--- src/rtl/alu_op_sequencer.sv ---
// Control FSM sequencing one reg-to-reg ALU instruction over the shared bus.
// Ports: Clock/clear, start+opcode/ra/rb/rc request; busy/done, bus strobes out.
module alu_op_sequencer #(
  parameter int NREGS = 16,
  parameter logic [4:0] OP_MUL = 5'b01111,
  parameter logic [4:0] OP_DIV = 5'b10000,
  parameter logic [4:0] OP_NEG = 5'b10001,
  parameter logic [4:0] OP_NOT = 5'b10010
) (
  input  logic             Clock,
  input  logic             clear,
  input  logic             start,
  input  logic [4:0]       opcode,
  input  logic [3:0]       ra,
  input  logic [3:0]       rb,
  input  logic [3:0]       rc,
  output logic             busy,
  output logic             done,
  output logic [4:0]       alu_op,
  output logic [NREGS-1:0] Rout,
  output logic [NREGS-1:0] Rin,
  output logic             Yin,
  output logic             Zhighin,
  output logic             Zlowin,
  output logic             Zlowout,
  output logic             Zhighout,
  output logic             LOin,
  output logic             HIin
);

  typedef enum logic [2:0] {
    IDLE  = 3'd0,
    Y_LD  = 3'd1,
    Z_LD  = 3'd2,
    WB_LO = 3'd3,
    WB_HI = 3'd4,
    DONE  = 3'd5
  } state_t;

  localparam logic [NREGS-1:0] ONE = NREGS'(1);

  state_t     state;
  logic [4:0] op_q;
  logic [3:0] ra_q;
  logic [3:0] rb_q;
  logic [3:0] rc_q;

  logic unary_in;
  logic wide_q;

  assign unary_in = (opcode == OP_NEG) || (opcode == OP_NOT);
  assign wide_q   = (op_q == OP_MUL) || (op_q == OP_DIV);

  // Outputs are registered: each arm loads the strobes of the state
  // being entered, so they line up with the state register.
  always_ff @(posedge Clock or posedge clear) begin
    if (clear) begin
      state    <= IDLE;
      op_q     <= '0;
      ra_q     <= '0;
      rb_q     <= '0;
      rc_q     <= '0;
      busy     <= 1'b0;
      done     <= 1'b0;
      alu_op   <= '0;
      Rout     <= '0;
      Rin      <= '0;
      Yin      <= 1'b0;
      Zhighin  <= 1'b0;
      Zlowin   <= 1'b0;
      Zlowout  <= 1'b0;
      Zhighout <= 1'b0;
      LOin     <= 1'b0;
      HIin     <= 1'b0;
    end else begin
      busy     <= 1'b0;
      done     <= 1'b0;
      alu_op   <= '0;
      Rout     <= '0;
      Rin      <= '0;
      Yin      <= 1'b0;
      Zhighin  <= 1'b0;
      Zlowin   <= 1'b0;
      Zlowout  <= 1'b0;
      Zhighout <= 1'b0;
      LOin     <= 1'b0;
      HIin     <= 1'b0;
      case (state)
        IDLE: begin
          if (start) begin
            op_q <= opcode;
            ra_q <= ra;
            rb_q <= rb;
            rc_q <= rc;
            busy <= 1'b1;
            // Entry strobes come from the live inputs being captured.
            if (unary_in) begin
              state   <= Z_LD;
              Rout    <= ONE << rc;
              alu_op  <= opcode;
              Zhighin <= 1'b1;
              Zlowin  <= 1'b1;
            end else begin
              state <= Y_LD;
              Rout  <= ONE << rb;
              Yin   <= 1'b1;
            end
          end
        end
        Y_LD: begin
          state   <= Z_LD;
          busy    <= 1'b1;
          Rout    <= ONE << rc_q;
          alu_op  <= op_q;
          Zhighin <= 1'b1;
          Zlowin  <= 1'b1;
        end
        Z_LD: begin
          state   <= WB_LO;
          busy    <= 1'b1;
          Zlowout <= 1'b1;
          if (wide_q) LOin <= 1'b1;
          else        Rin  <= ONE << ra_q;
        end
        WB_LO: begin
          busy <= 1'b1;
          if (wide_q) begin
            state    <= WB_HI;
            Zhighout <= 1'b1;
            HIin     <= 1'b1;
          end else begin
            state <= DONE;
            done  <= 1'b1;
          end
        end
        WB_HI: begin
          state <= DONE;
          busy  <= 1'b1;
          done  <= 1'b1;
        end
        DONE:    state <= IDLE;
        default: state <= IDLE;
      endcase
    end
  end

endmodule

--- config.mk ---
export PLATFORM = sky130hd
export DESIGN_NAME = alu_op_sequencer
export DESIGN_NICKNAME = d
export VERILOG_FILES = /design/src/rtl/alu_op_sequencer.sv
export SDC_FILE = /design/constraint.sdc
export NUM_CORES = 1
export LEC_CHECK = 0
export ABC_AREA = 1
export CAP_MARGIN = 20
export CORE_UTILIZATION = 40
export CTS_CLUSTER_DIAMETER = 40
export DETAILED_ROUTE_END_ITERATION = 6
export GPL_TIMING_DRIVEN = 0
export PLACE_DENSITY = 0.69
export SETUP_SLACK_MARGIN = 0.1
export SYNTH_ARGS = -nofsm -noshare
export SYNTH_HDL_FRONTEND = slang
export SYNTH_SLANG_ARGS = --single-unit
--- constraint.sdc ---
create_clock -name Clock -period 5.8 [get_ports Clock]
set_clock_uncertainty 0.05 [all_clocks]
set_input_delay 1.16 -clock Clock [delete_from_list [all_inputs] [get_ports Clock]]
set_output_delay 1.16 -clock Clock [all_outputs]
set_load 0.1 [all_outputs]
==> results.md <==
- Max Cap Violations: 0
- Switching Share: 0.479
- Max IR drop VDD: 306 uV
- Crit path launch type: flip-flop
- RSZ-0062 raised after global routing: false
- Unique masters post-synth: 24
- Die height: 81.5 um
- Vias in the first global route: 1,816
- Register share of total power: 0.333
- Final Setup Violations: 0
- Slew headroom: 0.324
- Mapped Area: 2530 sq um
- Comb power frac: 0.472
- DRT iter0 DRCs: 133
- Post-synth EDFFs: 0
- Clk sinks: 60
- Period utilization: 0.540
- Synth area leaders: dfrtp_1 (59%), nand2_1 (8.8%), nand3_1 (6.7%)
- Worst EP arrival: 1.92 ns
- Remaining global-route overflow: 0
- First-pass DRT Iterations: 4
- Seq/Total Area, Yosys: 0.594
- Top-count cell post-synth: dfrtp_1
- DP HPWL: 3870 um
- RePlAce Congestion: 0.865
- Nets@finish: 369
- Site Rows: 28
- Global-route wire length before repair: 8540 um
- CP endpoint kind: output pin
- Clock root cell: clkbuf_8
- WP data required: 4.59 ns
- Worst Max-Slew Pin Slew: 1.01 ns
- Die X: 81.5 um
- Crit Path Max Fanout: 2
- Clock Path Buffers: 2
- P&R area growth vs syn: 37.7%
- CTS clk-pin slew, worst paths: 0.06 ns
- Routed Antenna Nets: 0
- All-Layer GR Usage: 0.177
- DR DRC count: 0
- Layout cells sized above 1: 0.136
- Mapped Nets: 292
- CTS tree: yes
- Psw: 0.000839 W
- Syn Area/Cell: 9.29 sq um
- Yosys warns: 0
- Fmax: 0.319 GHz
- Hold-fix buffer count after cts: 0
- Final instance area: 3480 sq um
- Mapped Cells: 272
- Wirelength per Cell: 12.1 um
- Fraction of synthesis flops using an asynchronous set or reset pin: 1.00
- Period minus WS final: 3.13 ns
- LEAKAGE: 1.70 nW
- Vias per inst: 4.65
- Synth Flop Type: dfrtp_1
- Die area: 6640 sq um
- Resized Gates After CTS: 0
- Status: finished clean
- Initial Utilization: 0.422
- Top cell type's share of synthesized area: 0.594
- Hold Vio Cnt, Final: 0
- Post-synth top area cell: dfrtp_1
- Initial antenna violation count: 0
- Power Density: 503 nW/um^2
- Core area: 5990 sq um
- HP Class: reg2reg
- Top Ports: 66
- Clk pwr share: 0.195
- Post-Route WL: 5160 um
- Pint: 0.000912 W
- Worst skew pair latency: 0.32 ns
- Most frequent cells after synthesis: dfrtp_1 (60), nand2_1 (59), nand3_1 (34)
- Setup TNS Final: 0 ns
- Setup Fix Bufs, Post-CTS: 0
- Synthesized flop and latch total: 60
- Pin count of the biggest net entering global routing: 32
- Dpl cell area: 3290 sq um
- H-tree Lvls: 3
- Fill cells: 541
- Diodes inserted: 0
- Critical path class: reg2out
- Slew Viols, Final: 0
- Vias: 1,991
- CTS Buf Count: 9
- Port buffer count: 65
[worst max-delay path, stage by stage, from the launching register on]
cell and delay [ns]:
dfrtp_1 0.38, buf_4 0.11, clkdlybuf4s50_1 1.11
[cells in the final DEF (no fill, tap or decap), drive strengths merged]
master / count
a22oi: 1
and2: 1
buf: 5
clkbuf: 15
clkdlybuf4s50: 65
clkinv: 1
dfrtp: 60
inv: 32
nand2: 73
nand3: 34
nand3b: 1
nand4: 3
nor2: 35
nor3: 9
o21a: 1
o21ai: 14
o22ai: 3
[kinds of logic after synthesis]
group,Yosys count,synth area share
buffers and inverters,37,0.0619
AND/OR/NAND/NOR,156,0.299
AO/OA/AOI/OAI,19,0.0455
flip-flops,60,0.594
[per-layer routing]
metal | wire length (um) | global-route usage
met3 | 205 | 0.0444
met2 | 2430 | 0.272
met5 | 0 | 0
met1 | 2450 | 0.234
met4 | 68 | 0.0857
[state kept, by name, indices dropped and copies added (netlist names), 3 cells and up]
register / cells
ra_q: 4
alu_op: 5
state: 3
Rout: 16
rc_q: 4
op_q: 5
Rin: 16
[stage by stage]
step	hold WS [ns]	power, W	setup WS, ns	util	cells
2_1_floorplan	0.415	0.00121	3.11	-	272
5_1_grt	0.491	0.00185	2.60	0.581	428
6_report	0.458	0.00175	2.67	0.581	428
3_5_place_dp	0.445	0.00142	2.99	0.549	413
4_1_cts	0.458	0.00176	2.64	0.581	428
3_3_place_gp	0.431	0.00140	2.12	0.546	412
[cell type report]
class / instances / area (sq um) / share of cell area
sequential: 60 / 1500 / 0.431
multi-input combinational: 175 / 870 / 0.250
timing repair buffer: 66 / 671 / 0.193
clock buffer: 14 / 183 / 0.0525
inverter: 32 / 120 / 0.0345
tap: 75 / 93.8 / 0.0270
buffer: 5 / 36.3 / 0.0104
clock inverter: 1 / 5.00 / 0.00144
[worst paths after layout]
kind	from	to	slack, ns	cells after the start
setup reg to reg	state[2]	Rout[8]	4.20	5
hold / removal	ra_q[3]	ra_q[3]	0.46	2
hold reg to reg	ra_q[3]	ra_q[3]	0.46	2
max in group asynchronous	clear	Rout[15]	3.96	3
min in group asynchronous	clear	Rin[14]	1.19	2
setup / recovery	Zlowin	Zlowin	2.67	2
[power by group through the flow]
stage          sequential, W  combinational, W  clock, W
3_3_place_gp        0.000586          0.000816         0
2_1_floorplan       0.000918          0.000295         0
3_5_place_dp        0.000590          0.000828         0
4_1_cts             0.000583          0.000830  0.000351
6_report            0.000583          0.000826  0.000342
5_1_grt             0.000592          0.000882  0.000377
No activity file was read; power rests on OpenSTA's default activity.
==> patch, RTL diff (config.mk and constraints unchanged) <==
Put one more register stage on the output `Zlowout`, with the module's reset. The value now appears one clock later. The other outputs are not delayed to match.
--- a/src/rtl/alu_op_sequencer.sv
+++ b/src/rtl/alu_op_sequencer.sv
@@ -39,6 +39,8 @@
 
   localparam logic [NREGS-1:0] ONE = NREGS'(1);
 
+  logic Zlowout_s0;
+
   state_t     state;
   logic [4:0] op_q;
   logic [3:0] ra_q;
@@ -68,7 +70,7 @@
       Yin      <= 1'b0;
       Zhighin  <= 1'b0;
       Zlowin   <= 1'b0;
-      Zlowout  <= 1'b0;
+      Zlowout_s0 <= 1'b0;
       Zhighout <= 1'b0;
       LOin     <= 1'b0;
       HIin     <= 1'b0;
@@ -81,7 +83,7 @@
       Yin      <= 1'b0;
       Zhighin  <= 1'b0;
       Zlowin   <= 1'b0;
-      Zlowout  <= 1'b0;
+      Zlowout_s0 <= 1'b0;
       Zhighout <= 1'b0;
       LOin     <= 1'b0;
       HIin     <= 1'b0;
@@ -118,7 +120,7 @@
         Z_LD: begin
           state   <= WB_LO;
           busy    <= 1'b1;
-          Zlowout <= 1'b1;
+          Zlowout_s0 <= 1'b1;
           if (wide_q) LOin <= 1'b1;
           else        Rin  <= ONE << ra_q;
         end
@@ -144,5 +146,13 @@
     end
   end
 
+  always_ff @(posedge Clock or posedge clear) begin
+    if (clear) begin
+      Zlowout <= '0;
+    end else begin
+      Zlowout <= Zlowout_s0;
+    end
+  end
+
 endmodule
 
Check against the original RTL: not equivalent (Yosys sat finds a counterexample within 4 cycles, from zero or initial values).
==> patch against the original RTL <==
Sequential cell count grew 1; highest routed layer unchanged; clock power is 9.6% higher; core utilization barely moved; synthesized cell count rose by 1.5%; worst setup slack got worse by 18 ps; wire length is 4.1% higher; critical path type unchanged; synthesized area is 0.30% higher; total power hardly changed; first-iteration DRC count is 35% lower; count of clock-buffer cells in the layout down 1; via count up 5.6%; design area up 0.54%; critical path depth did not move.
==> patch: results (changes against the original RTL) <==
Routing
  • Per-cell routed wire length: 12.5 um (was 12.1 um)
  • TritonRoute pass-1 iters: 4 (unchanged)
  • Vias per std cell: 4.88 (was 4.65)
  • DR vias: 2102 (was 1991)
  • Initial DRC Count: 87 (was 133)

Final layout
  • Filler cell count: 546 (was 541)
  • Antenna diodes: 0 (unchanged)
  • Layout cells sized above 1: 0.121 (was 0.136)
  • Nets: 373 (was 369)

Clock tree
  • Clk Latency, worst-skew pair: 330 ps
  • Maximum clock path buffer count: 2 (unchanged)
  • CTS resizes: 0 (unchanged)
  • CTS Root Cell: clkbuf_8 (unchanged)
  • Postcts setup bufs: 0 (unchanged)
  • CTS Buf Count: 9 (unchanged)

Placed design
  • Final HPWL DP: 4060 um (was 3870 um)
  • IO buf count: 65 (unchanged)
  • Placer congestion estimate: 0.806 (was 0.865)
  • Placed Area: 3300 sq um (was 3290 sq um)
  • Cells after DPL: 417 (was 413)

STA
  • Slew headroom: 0.345 (was 0.324)

Run status
  • Status: complete, no violations (unchanged)

Global route
  • Wire length of the first global-routing pass: 9240 um (was 8540 um)
  • Largest net degree at the start of global routing: 39 (was 32)
  • Initial antenna violation count: 0 (unchanged)
  • Vias in the first global route: 2032 (was 1816)
  • Gr usage total: 0.189 (was 0.177)

Synthesis
  • Synth Area in Adders: 0 (unchanged)
  • Multiplexer share of the synthesized area: 0 (unchanged)
  • Top cells by area, synth: dfrtp_1, nand2_1, nand3_1 (unchanged)
  • Post-synth ARST share: 1.00 (unchanged)
  • Synth top cells by count: nand2_1, dfrtp_1, nand3_1 (was dfrtp_1, nand2_1, nand3_1)
  • Post-synthesis sequential area ratio: 0.602 (was 0.594)
  • Syn Area/Cell: 9.18 sq um (was 9.29 sq um)
  • Synth Area in Compound Gates: 0.0415 (was 0.0455)
  • Post-Syn Nets: 296 (was 292)

Setup path
  • Critical Path AT: 1940 ps (was 1920 ps)

Power and ir drop
  • Sw power: 815 uW (was 839 uW)
  • Leakage power: 1.72 nW (was 1.70 nW)
  • VDD IR-drop max: 0.000303 V (was 0.000306 V)

Worst hold path
  • Hold/Removal Path Class: reg -> reg (unchanged)
-- patch: cell families after synthesis --
kind of cell / count (synthesis)
and+or+nand+nor: 159
AOI/OAI and AO/OA: 19
DFF: 61
buffers and inverters: 37
-- patch: critical path, cell delays in order (launching register included) --
cell and delay (ps):
dfrtp_1 370, buf_4 120, clkdlybuf4s50_1 1110
-- patch: power groups by stage --
stage / logic (mW) / registers, mW / clock network (mW)
floorplan: 0.279 / 0.906 / 0
global placement: 0.770 / 0.594 / 0
detailed placement: 0.786 / 0.599 / 0
CTS: 0.789 / 0.592 / 0.381
global route: 0.843 / 0.604 / 0.402
finish: 0.785 / 0.592 / 0.375
-- patch: worst paths after layout --
check                           start  cells past startpoint  slack (ps)        to
max                            Zlowin                      2        2650    Zlowin
min                        Zlowout_s0                      0         300   Zlowout
max reg2reg                  state[2]                      5        4180  Rout[13]
min reg2reg                Zlowout_s0                      0         300   Zlowout
max in group asynchronous       clear                      3        3990   ra_q[0]
min in group asynchronous       clear                      2        1150   op_q[2]
-- patch: cell type report --
cell class              count  area share
clock inverters             1     0.00858
flip-flops and latches     61       0.436
repair buffers             66       0.192
clock buffers              13      0.0483
well taps                  75      0.0268
multi-input cells         178       0.244
plain buffers               5      0.0100
inverters                  32      0.0343
-- patch: metal layers --
metal,vias up,share of wire,global-route usage
li1,1024,-,-
met1,991,0.43,0.245
met2,79,0.47,0.293
met3,8,0.077,0.0600
met4,0,0.019,0.0754
met5,-,0,0
-- patch: stage by stage --
stage           util  setup WS [ps]  hold WS, ps  power, mW
3_3_place_gp   0.544           2120          285       1.36
6_report       0.581           2650          300       1.75
4_1_cts        0.581           2630          303       1.76
5_1_grt        0.581           2600          316       1.85
2_1_floorplan      -           3080          281       1.18
3_5_place_dp   0.548           2920          289       1.38
